[src/rtl/ofm_reader_if.sv]
// ofm_reader_if: command, OFM bank and byte-stream signals of ofm_reader.
// master = the read engine, slave = its environment (sequencer, bank, loader).
interface ofm_reader_if #(
  parameter int ADDR_W = 8,
  parameter int LEN_W  = 8
);
  logic              start;
  logic [ADDR_W-1:0] base_addr;
  logic [LEN_W-1:0]  word_cnt;
  logic              busy;
  logic              done;
  logic [ADDR_W-1:0] mem_addr;
  logic              mem_wren;
  logic [31:0]       mem_rdata;
  logic [7:0]        out_data;
  logic              out_valid;
  logic              out_ready;
  logic              out_last;

  modport master (
    input  start, base_addr, word_cnt, mem_rdata, out_ready,
    output busy, done, mem_addr, mem_wren, out_data, out_valid, out_last
  );

  modport slave (
    output start, base_addr, word_cnt, mem_rdata, out_ready,
    input  busy, done, mem_addr, mem_wren, out_data, out_valid, out_last
  );
endinterface

[src/rtl/ofm_reader.sv]
// ofm_reader: reads a contiguous run of 32-bit words from one OFM bank and
// streams them LSB byte first over valid/ready, with a done pulse at the end.
// Optional macro OFM_RD_RELU_EN: bytes with bit 7 set are streamed as 0x00.
module ofm_reader #(
  parameter int ADDR_W = 8,
  parameter int LEN_W  = 8
) (
  input  logic          clk,
  input  logic          rst,
  ofm_reader_if.master  bus
);

  typedef enum logic [1:0] {IDLE, FETCH, SEND, DONE} state_t;

  state_t            state;
  logic [ADDR_W-1:0] addr_q;
  logic [LEN_W-1:0]  remaining;
  logic [31:0]       word_reg;
  logic [1:0]        byte_idx;
  logic [7:0]        byte_sel;
  logic [7:0]        byte_out;
  logic              last_word;
  logic              beat;

  assign last_word = (remaining == LEN_W'(1));
  assign beat      = (state == SEND) && bus.out_ready;

  // Control FSM plus run counters; only FETCH touches the bank word.
  always_ff @(posedge clk or posedge rst) begin
    if (rst) begin
      state     <= IDLE;
      addr_q    <= '0;
      remaining <= '0;
      word_reg  <= '0;
      byte_idx  <= '0;
    end else begin
      case (state)
        IDLE: begin
          if (bus.start) begin
            addr_q    <= bus.base_addr;
            remaining <= bus.word_cnt;
            state     <= (bus.word_cnt == '0) ? DONE : FETCH;
          end
        end
        FETCH: begin
          word_reg <= bus.mem_rdata;
          byte_idx <= 2'd0;
          state    <= SEND;
        end
        SEND: begin
          if (beat) begin
            if (byte_idx != 2'd3) begin
              byte_idx <= byte_idx + 2'd1;
            end else if (!last_word) begin
              remaining <= remaining - LEN_W'(1);
              addr_q    <= addr_q + ADDR_W'(1);
              state     <= FETCH;
            end else begin
              state <= DONE;
            end
          end
        end
        default: state <= IDLE;
      endcase
    end
  end

  // Byte lane select from the captured word, LSB first.
  always_comb begin
    byte_sel = word_reg[7:0];
    case (byte_idx)
      2'd0: byte_sel = word_reg[7:0];
      2'd1: byte_sel = word_reg[15:8];
      2'd2: byte_sel = word_reg[23:16];
      2'd3: byte_sel = word_reg[31:24];
      default: byte_sel = word_reg[7:0];
    endcase
  end

  // Optional ReLU on the outgoing byte; purely combinational, no extra latency.
  always_comb begin
`ifdef OFM_RD_RELU_EN
    byte_out = byte_sel[7] ? 8'h00 : byte_sel;
`else
    byte_out = byte_sel;
`endif
  end

  // Outputs decode straight from registered state, so they hold during stalls.
  assign bus.busy      = (state == FETCH) || (state == SEND);
  assign bus.done      = (state == DONE);
  assign bus.mem_addr  = addr_q;
  assign bus.mem_wren  = 1'b0;
  assign bus.out_valid = (state == SEND);
  assign bus.out_data  = (state == SEND) ? byte_out : 8'h00;
  assign bus.out_last  = (state == SEND) && (byte_idx == 2'd3) && last_word;

endmodule
[src/flat_wrapper.sv]
// flat-port wrapper written by rule: the top's interface ports become plain ports
module ofm_reader_flat 
#(
  parameter int ADDR_W = 8,
  parameter int LEN_W  = 8
)
  (clk, rst, bus_start, bus_base_addr, bus_word_cnt, bus_mem_rdata, bus_out_ready, bus_busy, bus_done, bus_mem_addr, bus_mem_wren, bus_out_data, bus_out_valid, bus_out_last);
  ofm_reader_if #(.ADDR_W(ADDR_W), .LEN_W(LEN_W)) bus_i ();
  input  logic clk;
  input  logic rst;
  input wire logic [$bits(bus_i.start)-1:0] bus_start;
  input wire logic [$bits(bus_i.base_addr)-1:0] bus_base_addr;
  input wire logic [$bits(bus_i.word_cnt)-1:0] bus_word_cnt;
  input wire logic [$bits(bus_i.mem_rdata)-1:0] bus_mem_rdata;
  input wire logic [$bits(bus_i.out_ready)-1:0] bus_out_ready;
  output wire logic [$bits(bus_i.busy)-1:0] bus_busy;
  output wire logic [$bits(bus_i.done)-1:0] bus_done;
  output wire logic [$bits(bus_i.mem_addr)-1:0] bus_mem_addr;
  output wire logic [$bits(bus_i.mem_wren)-1:0] bus_mem_wren;
  output wire logic [$bits(bus_i.out_data)-1:0] bus_out_data;
  output wire logic [$bits(bus_i.out_valid)-1:0] bus_out_valid;
  output wire logic [$bits(bus_i.out_last)-1:0] bus_out_last;
  assign bus_i.start = bus_start;
  assign bus_i.base_addr = bus_base_addr;
  assign bus_i.word_cnt = bus_word_cnt;
  assign bus_i.mem_rdata = bus_mem_rdata;
  assign bus_i.out_ready = bus_out_ready;
  assign bus_busy = bus_i.busy;
  assign bus_done = bus_i.done;
  assign bus_mem_addr = bus_i.mem_addr;
  assign bus_mem_wren = bus_i.mem_wren;
  assign bus_out_data = bus_i.out_data;
  assign bus_out_valid = bus_i.out_valid;
  assign bus_out_last = bus_i.out_last;
  ofm_reader #(.ADDR_W(ADDR_W), .LEN_W(LEN_W)) u_core (.clk(clk), .rst(rst), .bus(bus_i));
endmodule
[config.mk]
export PLATFORM = sky130hd
export DESIGN_NAME = ofm_reader_flat
export DESIGN_NICKNAME = d
export VERILOG_FILES = /design/src/rtl/ofm_reader_if.sv /design/src/rtl/ofm_reader.sv /design/src/flat_wrapper.sv
export SDC_FILE = /design/constraint.sdc
export NUM_CORES = 1
export LEC_CHECK = 0
export CORE_ASPECT_RATIO = 2
export CORE_UTILIZATION = 53
export CTS_BUF_LIST = sky130_fd_sc_hd__clkbuf_16
export DETAILED_ROUTE_END_ITERATION = 16
export MAX_ROUTING_LAYER = met4
export PLACE_DENSITY = 0.86
export SLEW_MARGIN = 5
export SYNTH_ARGS = -nofsm -noshare
export SYNTH_HDL_FRONTEND = slang
export SYNTH_SLANG_ARGS = --single-unit
[constraint.sdc]
create_clock -name clk -period 4.55 [get_ports clk]
set_input_delay 0.6825 -clock clk [delete_from_list [all_inputs] [get_ports clk]]
set_output_delay 0.6825 -clock clk [all_outputs]
set_load 0.05 [all_outputs]
==> results of run 1 <==
==> Yosys cell counts (4+ instances only) <==
library cell,instances,area share
nor2_1,27,0.036
nand3_1,5,0.0089
a2bb2oi_1,4,0.012
o22ai_1,4,0.0089
o21ai_0,6,0.011
a222oi_1,8,0.029
nand2b_1,4,0.0089
nor4_1,4,0.0089
buf_6,4,0.016
nand2_1,12,0.016
a21oi_1,14,0.025
dfrtp_1,52,0.46
mux2_2,32,0.13
nor3_1,11,0.020
clkbuf_1,11,0.015
ha_1,12,0.054
inv_1,10,0.013
==> through the flow <==
| stage | total power, mW | instance area [um^2] | cells | setup WS [ns] |
|---|---|---|---|---|
| after floorplan | 1.89 | 2800 | 266 | 1.62 |
| after global placement | 2.20 | 3500 | 378 | 1.51 |
| after detailed placement | 2.25 | 3500 | 378 | 1.39 |
| after CTS | 2.68 | 3660 | 386 | 1.08 |
| after global routing | 2.84 | 3660 | 386 | 0.922 |
| final | 2.67 | 3660 | 386 | 1.07 |
==> path summary, 6_finish.rpt <==
kind | startpoint | end | slack, ns | cells after the start
worst min register to register | u_core.word_reg[17] | u_core.word_reg[17] | 0.51 | 1
min in group asynchronous | rst | u_core.remaining[5] | 0.97 | 2
worst max register to register | u_core.state[0] | u_core.remaining[7] | 2.22 | 8
max in group asynchronous | rst | u_core.word_reg[20] | 2.90 | 2
worst min-delay path | u_core.word_reg[17] | u_core.word_reg[17] | 0.51 | 1
worst max-delay path | u_core.state[0] | bus_out_data[3] | 1.07 | 6
==> cell families (layout without fill, tap and decap cells) <==
logic type / Yosys count / in the layout / synth area share
mux: 33 / 33 / 0.132
compound gates: 62 / 62 / 0.160
other cells: 1 / 1 / 0.00134
buf+inv: 31 / 93 / 0.0549
flops: 52 / 52 / 0.464
xor+xnor: 1 / 1 / 0.00312
simple gates: 74 / 74 / 0.131
fa+ha+maj: 12 / 12 / 0.0535
==> worst max-delay path: cells and delay by family (launching register included) <==
| kind | cells | cell delay [ns] |
|---|---|---|
| flops | 1 | 0.43 |
| buf+inv | 4 | 1.67 |
| fa+ha+maj | 1 | 0.16 |
| simple gates | 1 | 0.24 |
==> per-layer routing <==
layer / global-route usage / wire length, um / vias to the layer above
met3: 0.0378 / 274 / 25
met1: 0.313 / 2460 / 1173
met2: 0.474 / 3800 / 102
met5: - / 0 / -
li1: - / - / 1097
met4: 0.143 / 276 / 0
==> cell type report <==
| type | instances | area, um^2 |
|---|---|---|
| fillers | 384 | 1430 |
| repair buffers | 75 | 741 |
| inverters | 10 | 37.5 |
| multi-input cells | 183 | 1350 |
| clock buffers | 5 | 125 |
| well taps | 58 | 72.6 |
| flip-flops and latches | 52 | 1300 |
| clock inverters | 3 | 37.5 |
==> power groups by stage <==
stage	sequential, mW	combinational (mW)	clock, mW
floorplan	0.955	0.935	0
global route	0.916	1.48	0.444
finish	0.884	1.37	0.419
CTS	0.880	1.37	0.426
detailed placement	0.889	1.36	0
global placement	0.874	1.33	0
==> cell usage in the layout, fill, tap and decap left out, types with 2 or more instances in the layout <==
master / synthesis / routed
clkdlybuf4s50_1: 0 / 71
dfrtp_1: 52 / 52
mux2_2: 32 / 32
nor2_1: 27 / 27
a21oi_1: 14 / 14
nand2_1: 12 / 12
ha_1: 12 / 12
nor3_1: 11 / 11
inv_1: 10 / 9
a222oi_1: 8 / 8
o21ai_0: 6 / 6
nand3_1: 5 / 5
clkbuf_16: 0 / 5
nand2b_1: 4 / 4
nor4_1: 4 / 4
a2bb2oi_1: 4 / 4
o22ai_1: 4 / 4
buf_4: 1 / 4
nor3b_1: 3 / 3
a211o_1: 3 / 3
a211oi_1: 3 / 3
a31oi_1: 3 / 3
o31ai_1: 3 / 3
o21a_1: 3 / 3
o22a_1: 3 / 3
o32ai_1: 2 / 2
clkinv_1: 0 / 2
==> summary.md, run 1 <==
| Metric | Value |
|---|---|
| Status | completed |
| Sw Pwr | 1.12 mW |
| Cts bufs inserted | 5 |
| Max-Slew Margin vs Limit | 0.280 |
| Crit-path most repeated cell | inv_1 |
| Skew final | 0.00722 ns |
| Row count | 37 |
| Worst-path maximum fanout | 32 |
| Ys flop type | dfrtp_1 |
| Critical path endpoint category | output pin |
| Initial antenna violation count | 0 |
| Final WL | 6810 um |
| Port Buf Inserts | 71 |
| Synthesized area per cell | 10.5 um^2 |
| Final Util | 0.719 |
| Sequential power share | 0.331 |
| Vias per cell | 6.21 |
| Pins Over Slew Limit | 0 |
| Post-synthesis cell type count | 45 |
| Share of cells above drive strength 1 | 0.143 |
| Post-synthesis net count | 330 |
| Cell-internal power | 1.55 mW |
| Critical-path cell list | inv_1 > ha_1 > buf_4 > inv_1 > nor2_1 > clkdlybuf4s50_1 |
| First-pass detailed-route iteration total | 5 |
| Sw Share | 0.418 |
| Setup repair bufs after CTS | 0 |
| H-tree depth | 2 |
| DRC | 0 |
| Initial drt markers | 85 |
| First-pass GRT wire length | 11200 um |
| FMAX | 288 MHz |
| Die Wd | 53.4 um |
| DIE HEIGHT | 105 um |
| Post-Synthesis Cells | 266 |
| Yosys reg bits | 52 |
| Overall die area | 5600 um^2 |
| Resized cells post-CTS | 0 |
| Setup violations, final | 0 |
| CP max stage cell | clkdlybuf4s50_1 |
| Root cell of the clock tree | clkbuf_16 |
| Total gr overflow | 0 |
| Worst skew pair latency | 0.29 ns |
| EDFF count, synth | 0 |
| P per Cell Area | 728 nW/um^2 |
| Critical Path RT | 3.87 ns |
| CORE AREA | 5090 um^2 |
| Largest stage delay, worst path | 0.83 ns |
| Final hold viol count | 0 |
| Setup TNS | 0 ns |
| Seq/Total Area, Yosys | 0.464 |
| Ant diodes | 0 |
| Clock Power Share | 0.157 |
| YS warnings | 0 |
| Cts hold-fix bufs | 0 |
| Routed vias | 2397 |
| Clk buf depth | 2 |
| Clk sinks | 52 |
| Post-layout nets | 391 |
| Leakage power | 1.48 nW |
| ANT nets after route | 0 |
| Combinational power share | 0.512 |
| WL/cell | 17.6 um |
| Mapped cell area | 2800 um^2 |
| Dpl hpwl | 4870 um |
| Hold WS | 0.508 ns |
| Critical setup path kind | reg -> out |
| Total track usage | 0.284 |
| Vias in the first global route | 2440 |
| Post-synthesis async set-or-reset flop share | 1.00 |
| CTS clock-pin slew for the worst setup and hold paths | 0.06 ns |
| Period utilization | 0.764 |
| CP Launch Type | register |
| Final Critical Period | 3.48 ns |
| Slew @ Worst Pin | 1.08 ns |
| Largest net degree at the start of global routing | 53 |
| Ports | 73 |
| Initial Util | 0.551 |
| Syn-to-layout area delta | 30.7% |
| Hold WC Path Type | reg -> reg |
| GP Congestion | 0.816 |
| Largest register FFs | 32 |
| Crit path DAT | 2.79 ns |
| Max-cap violations | 0 |
| RSZ-0062 raised after global routing | no |
| TritonCTS clock tree | yes |
| Worst IR Drop VDD | 0.000493 V |
Power figures use the tool's default switching activity.
==> run 2, diff against run 1 <==
- CORE_UTILIZATION: 53 -> 49
- PLACE_DENSITY: 0.86 -> 0.8
- clock period: 4.55 -> 3.28 ns (I/O delays scaled with it)
==> run 2 against run 1 <==
  * Clock-buffer cell count unchanged
  * Total power increased by 45%
  * Cell count increased by 1.3%
  * Largest power group unchanged
  * Highest routed layer unchanged
==> summary.md, run 2 (synthesized netlist as in run 1, its figures left out) <==
| Metric | Value |
|---|---|
| Skew final | 0.00337 ns (-0.00385 ns) |
| Clk sinks | 52 (unchanged) |
| Pins Over Slew Limit | 0 (unchanged) |
| Critical path endpoint category | output pin |
| Period utilization | 0.772 |
| Dpl ws | 0.931 ns (-0.464 ns) |
| Final Critical Period | 2.53 ns |
| H-tree depth | 2 (unchanged) |
| Worst-path maximum fanout | 20 (-38%) |
| Most frequent cells in the layout | clkdlybuf4s50_1 (62), dfrtp_1 (52), mux2_2 (32) |
| Slew @ Worst Pin | 0.855 ns (-0.224 ns) |
| Cell-internal power | 2.30 mW (+48%) |
| Sw Share | 0.405 (-0.0130) |
| CP Launch Type | register |
| Vias per cell | 6.10 (-1.7%) |
| Most common cell after layout, fill and taps aside | clkdlybuf4s50_1 |
| Clock Power Share | 0.170 (+0.013) |
| Resized cells post-CTS | 0 (unchanged) |
| Crit path DAT | 2.04 ns (-0.75 ns) |
| Critical setup path kind | reg -> out |
| Sequential power share | 0.318 (-0.013) |
| Final hold viol count | 0 (unchanged) |
| Syn-to-layout area delta | 35.8% |
| DIE HEIGHT | 109 um (+3.9%) |
| CTS clock-pin slew for the worst setup and hold paths | 0.07 ns (about the same) |
| Die Wd | 55.5 um (+3.9%) |
| Ant diodes | 0 (unchanged) |
| First-pass detailed-route iteration total | 4 (-1) |
| ANT nets after route | 0 (unchanged) |
| Leakage power | 1.55 nW (+5.0%) |
| Ports | 73 (unchanged) |
| Final setup margin | 0.749 ns (-0.325 ns) |
| Share of cells above drive strength 1 | 0.184 (+0.0410) |
| P per Cell Area | 1020 nW/um^2 (+40%) |
| Max-cap violations | 0 (unchanged) |
| Overall die area | 6050 um^2 (+7.9%) |
| Setup violations, final | 0 (unchanged) |
| Initial drt markers | 131 (+54%) |
| Setup TNS | 0 ns (unchanged) |
| Port Buf Inserts | 71 (unchanged) |
| Final Power | 3.87 mW (+45%) |
| Routed vias | 2387 (-0.42%) |
| Fillers | 402 (+4.7%) |
| First-pass GRT wire length | 11400 um (+1.9%) |
| Global routing usage on met2 | 0.465 (-0.00939) |
| Worst skew pair latency | 0.29 ns (about the same) |
| Worst IR Drop VDD | 0.000767 V (+56%) |
| TritonCTS clock tree | yes |
| Sw Pwr | 1.57 mW (+41%) |
| Cts bufs inserted | 5 (unchanged) |
| DRC | 0 (unchanged) |
| Final WL | 7050 um (+3.5%) |
| Initial antenna violation count | 0 (unchanged) |
| Row count | 38 (+2.7%) |
| Root cell of the clock tree | clkbuf_16 |
| Grt peak-use layer | met2 |
| Setup repair bufs after CTS | 0 (unchanged) |
| Max-Slew Margin vs Limit | 0.427 (+0.148) |
| Critical Path RT | 2.79 ns (-1.08 ns) |
| FMAX | 395 MHz |
| Total gr overflow | 0 (unchanged) |
| Combinational power share | 0.512 (about the same) |
| Initial Util | 0.513 (-0.0378) |
| Post-layout nets | 395 (+1.0%) |
| Vias in the first global route | 2487 (+1.9%) |
| GP Congestion | 0.832 (+1.9%) |
| Status | completed |
| Largest net degree at the start of global routing | 35 (-34%) |
| Total track usage | 0.253 (-0.0309) |
| Hold WC Path Type | reg -> reg |
| WL/cell | 18.0 um (+2.2%) |
| Largest register FFs | 32 (unchanged) |
| Hold WS | 0.514 ns (+0.00658 ns) |
| M1 GR Usage | 0.246 (-0.0670) |
| Cts hold-fix bufs | 0 (unchanged) |
| Clk buf depth | 2 (unchanged) |
| RSZ-0062 raised after global routing | no |
| CORE AREA | 5470 um^2 (+7.4%) |
| Met3 usage | 0.0285 (-0.00938) |
| Dpl hpwl | 5170 um (+6.1%) |
## run 2: changes by cell type in the layout (fill, tap and decap cells not counted)
cell             delta
clkdlybuf4s50_1     -9
buf_12              +9
bufinv_16           +1
buf_4               +4
clkinv_1            -2
## run 2: power groups by stage
stage	Sequential (mW)	Combinational (mW)	Clock, mW
final	1.23	1.98	0.658
after global routing	1.27	2.13	0.694
after CTS	1.23	2.00	0.664
after detailed placement	1.24	1.98	0
after global placement	1.22	1.93	0
after floorplan	1.32	1.30	0
## run 2: final timing paths
| path | startpoint | to | slack (ns) | cells after the start |
|---|---|---|---|---|
| worst min register to register | u_core.word_reg[17] | u_core.word_reg[17] | 0.51 | 1 |
| worst min-delay path | u_core.word_reg[17] | u_core.word_reg[17] | 0.51 | 1 |
| min in group asynchronous | rst | u_core.word_reg[28] | 0.65 | 2 |
| worst max register to register | u_core.state[0] | u_core.bus.mem_addr[7] | 0.91 | 7 |
| worst max-delay path | u_core.state[0] | bus_out_valid | 0.75 | 4 |
| max in group asynchronous | rst | u_core.word_reg[22] | 1.99 | 3 |
## run 2: per-layer routing
layer / routed length, um / vias to the layer above
met1: 2480 / 1163
met2: 3980 / 96
met3: 299 / 22
li1: - / 1106
met5: 0 / -
met4: 293 / 0
## run 2: area by class of cell
cell class	count	area (um^2)	area share
tap	60	75.1	0.0197
timing repair buffer	79	861	0.226
clock buffer	5	125	0.0329
inverter	10	37.5	0.00986
sequential	52	1300	0.342
multi-input combinational	183	1350	0.354
clock inverter	2	60.1	0.0158
## run 2: metrics by stage
stage,area (um^2),util,cells
finish,3810,0.697,391
global route,3810,0.697,391
detailed placement,3620,0.663,384
CTS,3810,0.697,391
global placement,3620,0.663,384
floorplan,2800,-,266
## run 2: worst max-delay path, cell delays in order, from the launching register on
cell and delay, ns:
dfrtp_1 0.43, inv_1 0.10, ha_1 0.16, buf_4 0.22, clkdlybuf4s50_1 0.83
==> run 3, diff against run 2 <==
- CORE_UTILIZATION: 49 -> 44
- PLACE_DENSITY: 0.8 -> 0.76
- clock period: 3.28 -> 2.28 ns (I/O delays scaled with it)
==> run 3 against run 2 <==
  * Routed wire length fell by 2.3%
  * Clock power up 30%
  * Via count decreased by 2.6%
  * Sequential share of layout area down 1.2 points
  * Worst setup slack worse by 0.67 ns
  * Clock-buffer cell count unchanged
  * Largest cell class unchanged
  * Utilization decreased by 4.5 points
  * Total power increased by 46%
==> summary.md, run 3 (synthesized netlist as in run 1, its figures left out) <==
| Metric | Value |
|---|---|
| Ant diodes | 0 (unchanged) |
| Global routing usage on met2 | 0.410 (-0.0548) |
| Crit path DAT | 1.86 ns (-0.18 ns) |
| Port Buf Inserts | 71 (unchanged) |
| Area of the multi-input gates | 1440 um^2 (+6.9%) |
| WL/cell | 16.5 um (-8.6%) |
| RSZ-0062 raised after global routing | yes |
| Total track usage | 0.227 (-0.0260) |
| Critical-path cell list | inv_1 > ha_2 > a222oi_1 > nor2_1 > a21oi_1 > nor2_4 > buf_12 |
| Die Wd | 58.4 um (+5.3%) |
| Combinational power share | 0.534 (+0.022) |
| Syn-to-layout area delta | 40.8% |
| ANT nets after route | 0 (unchanged) |
| Initial Util | 0.463 (-0.0498) |
| DIE HEIGHT | 115 um (+5.4%) |
| Sw Share | 0.419 (+0.0136) |
| Setup violations, final | 0 (unchanged) |
| Final hold viol count | 0 (unchanged) |
| Skew final | 0.00422 ns (+0.000843 ns) |
| Max-Slew Margin vs Limit | 0.653 (+0.225) |
| Initial antenna violation count | 0 (unchanged) |
| First-pass detailed-route iteration total | 4 (unchanged) |
| Sequential power share | 0.315 (-0.003) |
| TritonCTS clock tree | yes |
| Hold WS | 0.402 ns (-0.113 ns) |
| Worst-path maximum fanout | 8 (-60%) |
| CTS clock-pin slew for the worst setup and hold paths | 0.07 ns (about the same) |
| P per Cell Area | 1440 nW/um^2 (+41%) |
| Period utilization | 0.967 |
| Critical path endpoint category | output pin |
| Total gr overflow | 0 (unchanged) |
| M1 GR Usage | 0.236 (-0.00961) |
| Root cell of the clock tree | clkbuf_16 |
| Initial drt markers | 146 (+11%) |
| GP Congestion | 0.863 (+3.7%) |
| Most common cell after layout, fill and taps aside | clkdlybuf4s50_1 |
| Row count | 40 (+5.3%) |
| Cell-internal power | 3.29 mW (+43%) |
| Status | completed |
| CP max stage cell | dfrtp_1 |
| H-tree depth | 2 (unchanged) |
| First-pass GRT wire length | 11200 um (-2.2%) |
| Largest register FFs | 32 (unchanged) |
| Critical setup path kind | reg -> out |
| Reg area | 1300 um^2 (unchanged) |
| Sw Pwr | 2.37 mW (+51%) |
| Grt peak-use layer | met2 |
| Hold WC Path Type | in -> async |
| Worst skew pair latency | 0.29 ns (about the same) |
| Final Critical Period | 2.20 ns |
| Vias per cell | 5.56 (-8.9%) |
| Ports | 73 (unchanged) |
| Clk sinks | 52 (unchanged) |
| DRC | 0 (unchanged) |
| Final WL | 6890 um (-2.3%) |
| Pins Over Slew Limit | 0 (unchanged) |
| CP Launch Type | register |
| Vias in the first global route | 2394 (-3.7%) |
| FMAX | 454 MHz |
| Routed vias | 2324 (-2.6%) |
| Worst IR Drop VDD | 0.000730 V (-4.9%) |
| CORE AREA | 6060 um^2 (+11%) |
| Clk buf depth | 2 (unchanged) |
| Clock Power Share | 0.151 (-0.019) |
| Leakage power | 1.56 nW (+0.64%) |
| Largest net degree at the start of global routing | 53 (+51%) |
| Met3 usage | 0.0349 (+0.00640) |
| Overall die area | 6720 um^2 (+11%) |
| Slew @ Worst Pin | 0.517 ns (-0.338 ns) |
| Fillers | 486 (+21%) |
| Cts bufs inserted | 5 (unchanged) |
| Critical Path RT | 1.94 ns (-0.85 ns) |
| Most frequent cells in the layout | clkdlybuf4s50_1 (60), dfrtp_1 (52), mux2_2 (32) |
| Setup TNS | 0 ns (unchanged) |
| Cts hold-fix bufs | 0 (unchanged) |
| Post-layout nets | 397 (+0.51%) |
| Share of cells above drive strength 1 | 0.254 (+0.0702) |
| Dpl hpwl | 5030 um (-2.6%) |
| Largest stage delay, worst path | 0.38 ns (-0.45 ns) |
| Max-cap violations | 0 (unchanged) |
-- run 3: changes by cell type in the layout (fill, tap and decap cells not counted), moves of 2 or more --
cell / previous run / this run
buf_12: 9 / 11
a21oi_1: 14 / 9
nor2_1: 27 / 19
clkdlybuf4s50_1: 62 / 60
ha_1: 12 / 7
ha_2: 0 / 5
a21oi_2: 0 / 5
buf_4: 8 / 10
nor2_4: 0 / 8
-- run 3: final cells by class --
class	instances	share of cell area
multi-input combinational	183	0.365
timing repair buffer	81	0.227
clock inverter	3	0.0108
tap	84	0.0266
clock buffer	5	0.0317
sequential	52	0.330
inverter	10	0.00951
-- run 3: stage by stage --
| step | utilization | instance area, um^2 | power, mW | std cells | setup slack [ns] |
|---|---|---|---|---|---|
| finish | 0.652 | 3950 | 5.67 | 418 | 0.0754 |
| global route | 0.652 | 3950 | 6.01 | 418 | -0.0428 |
| CTS | 0.650 | 3940 | 5.68 | 418 | 0.0451 |
| detailed placement | 0.619 | 3750 | 4.78 | 410 | 0.251 |
| global placement | 0.619 | 3750 | 4.69 | 410 | 0.309 |
| floorplan | - | 2870 | 3.88 | 266 | 0.110 |
-- run 3: path summary, 6_finish.rpt --
kind / start / to / slack (ns) / cells past startpoint
min in group clk: u_core.word_reg[21] / u_core.word_reg[21] / 0.51 / 1
worst min-delay path: rst / u_core.word_reg[6] / 0.40 / 3
max in group asynchronous: rst / u_core.bus.mem_addr[4] / 1.63 / 3
worst max-delay path: u_core.byte_idx[0] / bus_out_data[3] / 0.08 / 7
worst min register to register: u_core.word_reg[21] / u_core.word_reg[21] / 0.51 / 1
worst max register to register: u_core.state[0] / u_core.remaining[7] / 0.30 / 6
-- run 3: layer usage --
layer  part of all wire  vias to the layer above  routed length [um]
li1                   -                     1110                   -
met1               0.36                     1143                2510
met2               0.58                       61                4000
met3              0.033                       10                 225
met4              0.022                        0                 149
met5                  0                        -                   0
-- run 3: what timing repair did --
item                       CTS  global route
setup endpoints to repair    8             9
gates cloned                 0             0
gates resized for setup      6             4
buffers inserted             0             0
pin swaps                    0             1
-- run 3: power by group through the flow --
stage / registers (mW) / clock network, mW / logic, mW
floorplan: 1.91 / 0 / 1.98
global placement: 1.77 / 0 / 2.92
detailed placement: 1.79 / 0 / 2.98
CTS: 1.78 / 0.868 / 3.03
global route: 1.85 / 0.896 / 3.26
finish: 1.79 / 0.853 / 3.03
-- run 3: worst max-delay path, delay by kind of cell (launching register included) --
kind / cells / cell delay, ns
AOI/OAI and AO/OA: 2 / 0.54
buffers and inverters: 2 / 0.25
and+or+nand+nor: 2 / 0.14
adders and majority gates: 1 / 0.25
DFF: 1 / 0.38
